--- src/rtl/regfile_scoreboard.sv ---
// Integer register file with two write ports, optional write-to-read bypass
// and a per-register pending scoreboard used by decode for load-use stalls.
//
// Handshake note: there is no valid/ready flow here. Every strobe (wr0_en,
// wr1_en, sb_set_en) is a single-cycle command that takes effect at the
// rising edge it is sampled on; reads are pure combinational lookups.
module regfile_scoreboard #(
    parameter int DATA_WIDTH   = 32,
    parameter int NUM_REGS     = 32,
    parameter int NUM_RD_PORTS = 2,
    parameter int WRITE_BYPASS = 1,
    localparam int ADDR_W      = $clog2(NUM_REGS),
    localparam int CNT_W       = $clog2(NUM_REGS + 1)
) (
    input  logic                               clk,
    input  logic                               rst,
    input  logic [NUM_RD_PORTS*ADDR_W-1:0]     rd_addr,
    output logic [NUM_RD_PORTS*DATA_WIDTH-1:0] rd_data,
    output logic [NUM_RD_PORTS-1:0]            rd_busy,
    input  logic                               wr0_en,
    input  logic [ADDR_W-1:0]                  wr0_addr,
    input  logic [DATA_WIDTH-1:0]              wr0_data,
    input  logic                               wr1_en,
    input  logic [ADDR_W-1:0]                  wr1_addr,
    input  logic [DATA_WIDTH-1:0]              wr1_data,
    input  logic                               sb_set_en,
    input  logic [ADDR_W-1:0]                  sb_set_addr,
    output logic [NUM_REGS-1:0]                pending_mask,
    output logic [CNT_W-1:0]                   pending_count,
    output logic                               wr_collision,
    output logic [NUM_REGS*DATA_WIDTH-1:0]     reg_dump
);

    logic [DATA_WIDTH-1:0] r_regs [NUM_REGS];
    logic [NUM_REGS-1:0]   r_pending;
    logic [CNT_W-1:0]      r_count;
    logic                  r_collision;

    logic                  w_wr0_act;
    logic                  w_wr1_act;
    logic                  w_sb_act;
    logic                  w_collide;
    logic [NUM_REGS-1:0]   w_pend_next;
    logic [CNT_W-1:0]      w_count_next;

    // Writes and sets aimed at x0 are dropped here so x0 can never change or go pending.
    assign w_wr0_act = wr0_en && (wr0_addr != '0);
    assign w_wr1_act = wr1_en && (wr1_addr != '0);
    assign w_sb_act  = sb_set_en && (sb_set_addr != '0);
    assign w_collide = w_wr0_act && w_wr1_act && (wr0_addr == wr1_addr);

    // Register array update; wr0 has priority when both ports hit the same register.
    always_ff @(posedge clk) begin
        if (rst) begin
            for (int i = 0; i < NUM_REGS; i++) begin
                r_regs[i] <= '0;
            end
        end else begin
            for (int i = 1; i < NUM_REGS; i++) begin
                if (w_wr0_act && (wr0_addr == ADDR_W'(i))) begin
                    r_regs[i] <= wr0_data;
                end else if (w_wr1_act && (wr1_addr == ADDR_W'(i))) begin
                    r_regs[i] <= wr1_data;
                end
            end
        end
    end

    // Next pending state (set beats clear) and its popcount, so both register on the same edge.
    always_comb begin
        w_pend_next = r_pending;
        for (int i = 1; i < NUM_REGS; i++) begin
            if (w_sb_act && (sb_set_addr == ADDR_W'(i))) begin
                w_pend_next[i] = 1'b1;
            end else if (w_wr1_act && (wr1_addr == ADDR_W'(i))) begin
                w_pend_next[i] = 1'b0;
            end
        end
        w_pend_next[0] = 1'b0;
        w_count_next = '0;
        for (int i = 0; i < NUM_REGS; i++) begin
            w_count_next = w_count_next + CNT_W'(w_pend_next[i]);
        end
    end

    // Scoreboard, pending count and collision flag registers.
    always_ff @(posedge clk) begin
        if (rst) begin
            r_pending   <= '0;
            r_count     <= '0;
            r_collision <= 1'b0;
        end else begin
            r_pending   <= w_pend_next;
            r_count     <= w_count_next;
            r_collision <= w_collide;
        end
    end

    // Combinational read ports with optional same-cycle bypass of the winning write.
    always_comb begin
        rd_data = '0;
        rd_busy = '0;
        for (int p = 0; p < NUM_RD_PORTS; p++) begin : g_rd
            logic [ADDR_W-1:0]     a;
            logic [DATA_WIDTH-1:0] d;
            logic                  b;
            a = rd_addr[p*ADDR_W +: ADDR_W];
            d = r_regs[a];
            b = r_pending[a];
            if (WRITE_BYPASS != 0) begin
                if (w_wr1_act && (wr1_addr == a)) begin
                    d = wr1_data;
                    // Load data arriving now is usable unless a new load re-marks it.
                    if (!(w_sb_act && (sb_set_addr == a))) begin
                        b = 1'b0;
                    end
                end
                if (w_wr0_act && (wr0_addr == a)) begin
                    d = wr0_data;
                end
            end
            if (a == '0) begin
                d = '0;
                b = 1'b0;
            end
            rd_data[p*DATA_WIDTH +: DATA_WIDTH] = d;
            rd_busy[p] = b;
        end
    end

    // Flatten stored values for debug visibility; never bypassed.
    always_comb begin
        reg_dump = '0;
        for (int i = 0; i < NUM_REGS; i++) begin
            reg_dump[i*DATA_WIDTH +: DATA_WIDTH] = r_regs[i];
        end
    end

    assign pending_mask  = r_pending;
    assign pending_count = r_count;
    assign wr_collision  = r_collision;

endmodule

--- config.mk ---
export PLATFORM = sky130hd
export DESIGN_NAME = regfile_scoreboard
export DESIGN_NICKNAME = d
export VERILOG_FILES = /design/src/rtl/regfile_scoreboard.sv
export SDC_FILE = /design/constraint.sdc
export NUM_CORES = 2
export LEC_CHECK = 0
export BUFFER_PORTS_ARGS = -buffer_cell sky130_fd_sc_hd__buf_2
export CORE_AREA = 4 4 469 471
export CTS_CLUSTER_DIAMETER = 120
export DETAILED_ROUTE_END_ITERATION = 16
export DIE_AREA = 0 0 473 475
export SLEW_MARGIN = 10
export SYNTH_ARGS = -nofsm -noshare
export SYNTH_HDL_FRONTEND = slang
export SYNTH_SLANG_ARGS = --single-unit
--- constraint.sdc ---
create_clock -name clk -period 7.7 [get_ports clk]
set_input_delay 1.54 -clock clk [delete_from_list [all_inputs] [get_ports clk]]
set_output_delay 1.54 -clock clk [all_outputs]
set_load 0.01 [all_outputs]
==> metrics.yaml <==
clock-sinks: 1030
critPathArrivalTime_ns: 5.43
yosysWarnings: 0
postPlaceCellArea_um2: 73100
syn_avg_cell_area_um2: 10.7
die_area_um2: 225000
hold_buffers: 0
die_x_um: 473
synth-compound-area-share_pct: 16.3
rsz0062_at_grt: "false"
crit_slowest_cell: "o31ai_1"
synth_most_common_cell: "edfxtp_1"
worst_ep_required_time_ns: 6.16
drive_above_1_share_pct: 30.3
period_share_pct: 90.5
ys_ff_latch: 1030
worstPathCellList: "buf_8, nor2_4, buf_4, a22oi_1, nand3_1, nand4_1, a21oi_1, o31ai_1, buf_2"
wirelength_mm: 467
drt-initial-drc-count: 13200
cts_tree: "done"
clock_path_buffers: 3
layout_min_cycle_time_ns: 6.97
cp-end-kind: "primary output"
firstDrtPassIters: 6
power.density_nw_per_um2: 225
cts_resized: 0
critPathMaxFanout: 52
dp_hpwl_mm: 345
ys_seq_area_share_pct: 47.7
synth_edf_count: 992
power_w: 0.0174
relSlewSlack_pct: 13.8
fmaxAchievable_mhz: 144
vdd_drop_max_mv: 0.243
final_antenna_net_count: 0
design.core.area_um2: 216000
synth_area_leaders: "edfxtp_1 47%, a22oi_1 9.1%, mux4_2 8.2%"
rows: 171
synth_top_area_share_pct: 46.5
hold_class: "flop to flop"
area_growth_pct: 21.2
worst_pin_slew_ns: 1.29
drc: 0
fin_skew_ns: 0.0275
grt_max_degree: 205
setup_viol: 0
synth_adder_area_share_pct: 0.856
htree_levels: 4
tns_ns: 0
finalHoldViolations: 0
synth_top_family_by_area: "multiplexers"
start_kind: "input port"
status: "finished clean"
synthDistinctLibCells: 61
async_reset_ff_share_pct: 0
num_vias: 64300
cts_setup_buffers: 0
groute.usage.overall_pct: 39.8
pin_count: 1223
routabilityCongestion: 1.01
cts_root_buffer: "clkbuf_16"
nFillCells: 21600
clk_latency_ns: 0.83
via_per_inst: 6.53
drv_cap: 0
fp.dieH_um: 475
grt-ovfl-total: 0
antenna_found_initial: 94
critPathMaxStageDelay_ns: 0.82
hold_ws_ns: 0.743
seqCellArea_um2: 30500
place_ws_ns: 0.137
clk_pin_slew_worst_paths_ns: 0.06
multi_input_area_um2: 30300
syn_area_um2: 64000
synth_xor_area_share_pct: 0.520
yosys.area.top_type: "edfxtp_1"
final_cell_area_um2: 77600
setup_ws_ns: 0.732
drv_slew: 0
path_buf_inv: 3
synthTopCellsByCount: "992 x edfxtp_1, 775 x a22oi_1, 685 x nor2_1, 612 x nand2_1, 505 x mux2i_1"
initial_core_util_pct: 29.6
synth_mux_area_share_pct: 17.6
finalNetCount: 6964
synth_simple_gate_area_share_pct: 11.0
synthFlopType: "edfxtp_1"
routedWlPerCell_um: 47.5
crit_family: "compound AO/OA/AOI/OAI gates"
io_buffers: 1189
synthCells: 5988
numCtsBuffers: 132
p_leak_nw: 28.8
crit_type: "input port to primary output"
grt_pass1_wl_mm: 596
grt_pass1_vias: 58200
[cell usage in the layout, fill, tap and decap left out, types with 22 or more instances in the layout]
cell type / Yosys / routed
a221oi_1: 25 / 25
dfxtp_1: 38 / 38
nor2b_4: 0 / 23
nand2b_1: 58 / 58
clkbuf_16: 0 / 135
nor2b_1: 65 / 40
edfxtp_1: 992 / 992
nand4_1: 27 / 27
fa_1: 23 / 23
conb_1: 1 / 33
nor2_4: 0 / 35
nand3_1: 125 / 124
a22oi_1: 775 / 775
nand2_1: 612 / 581
buf_2: 147 / 1181
diode_2: 0 / 43
mux2i_1: 505 / 505
and3_1: 22 / 22
mux2_2: 86 / 86
inv_1: 44 / 44
clkinv_1: 1 / 26
o31ai_1: 23 / 23
nand2_2: 0 / 31
nor4_1: 28 / 28
a22o_1: 47 / 47
xnor2_1: 23 / 23
a21oi_1: 70 / 70
clkbuf_1: 503 / 29
mux4_2: 234 / 234
buf_4: 84 / 284
nor2_1: 685 / 649
o21ai_0: 483 / 481
[layout make-up]
class,instances,share of cell area (%)
Multi-Input combinational cell,4141,39.1
Timing Repair Buffer,1490,10.9
Tap cell,2854,4.60
Clock inverter,73,1.12
Sequential cell,1030,39.4
Clock buffer,164,4.50
Antenna cell,43,0.139
Inverter,45,0.218
[power by group]
part	switching, W	total, W	internal, W	leakage, nW
registers	0.000508	0.00712	0.00661	9.86
clock network	0.00282	0.00653	0.00372	2.11
logic	0.00266	0.00376	0.00110	16.8
total	0.00598	0.0174	0.0114	28.8
[kinds of logic after synthesis]
kind of cell / count (synthesis)
and+or+nand+nor: 1672
AOI/OAI and AO/OA: 1543
DFF: 1030
buffers and inverters: 849
muxes: 825
xor gates and xnor gates: 38
adders and majority gates: 30
other: 1
[final timing paths]
kind / from / end / slack [ns] / depth (start not counted)
hold reg to reg: pending_mask[25] / pending_mask[25] / 0.74 / 2
setup reg to reg: pending_mask[24] / pending_count[4] / 2.04 / 18
hold / removal: pending_mask[25] / pending_mask[25] / 0.74 / 2
setup / recovery: rd_addr[0] / rd_data[11] / 0.73 / 9
[sequential cells by signal, summed over array words and instances (netlist names)]
signal,flops
pending_count,6
pending_mask,31
r_regs,992
wr_collision,1
[per-layer routing]
| layer | up-vias | GRT usage [%] | wire, um |
|---|---|---|---|
| li1 | 24300 | - | - |
| met1 | 32000 | 47.3 | 161000 |
| met2 | 6472 | 58.0 | 194000 |
| met5 | - | 0 | 482 |
| met4 | 54 | 29.3 | 43900 |
| met3 | 1448 | 16.1 | 68500 |
[metrics by stage]
step | utilization (%) | cells
after global placement | 33.8 | 9560
after global routing | 35.9 | 9806
after CTS | 35.8 | 9797
after floorplan | - | 6020
after detailed placement | 33.8 | 9560
final | 35.9 | 9840
[worst register-to-register path: stages (launching register included)]
cell and delay [ns]:
dfxtp_1 0.41, a22oi_1 0.37, fa_1 0.49, fa_1 0.54, inv_1 0.06, fa_1 0.49, inv_1 0.07, fa_1 0.53
inv_1 0.05, fa_1 0.49, fa_1 0.53, inv_1 0.05, fa_1 0.43, fa_1 0.47, inv_1 0.07, a21o_1 0.11
a21oi_1 0.09, xor2_1 0.17, nor2_1 0.07
Power figures use the tool's default switching activity.
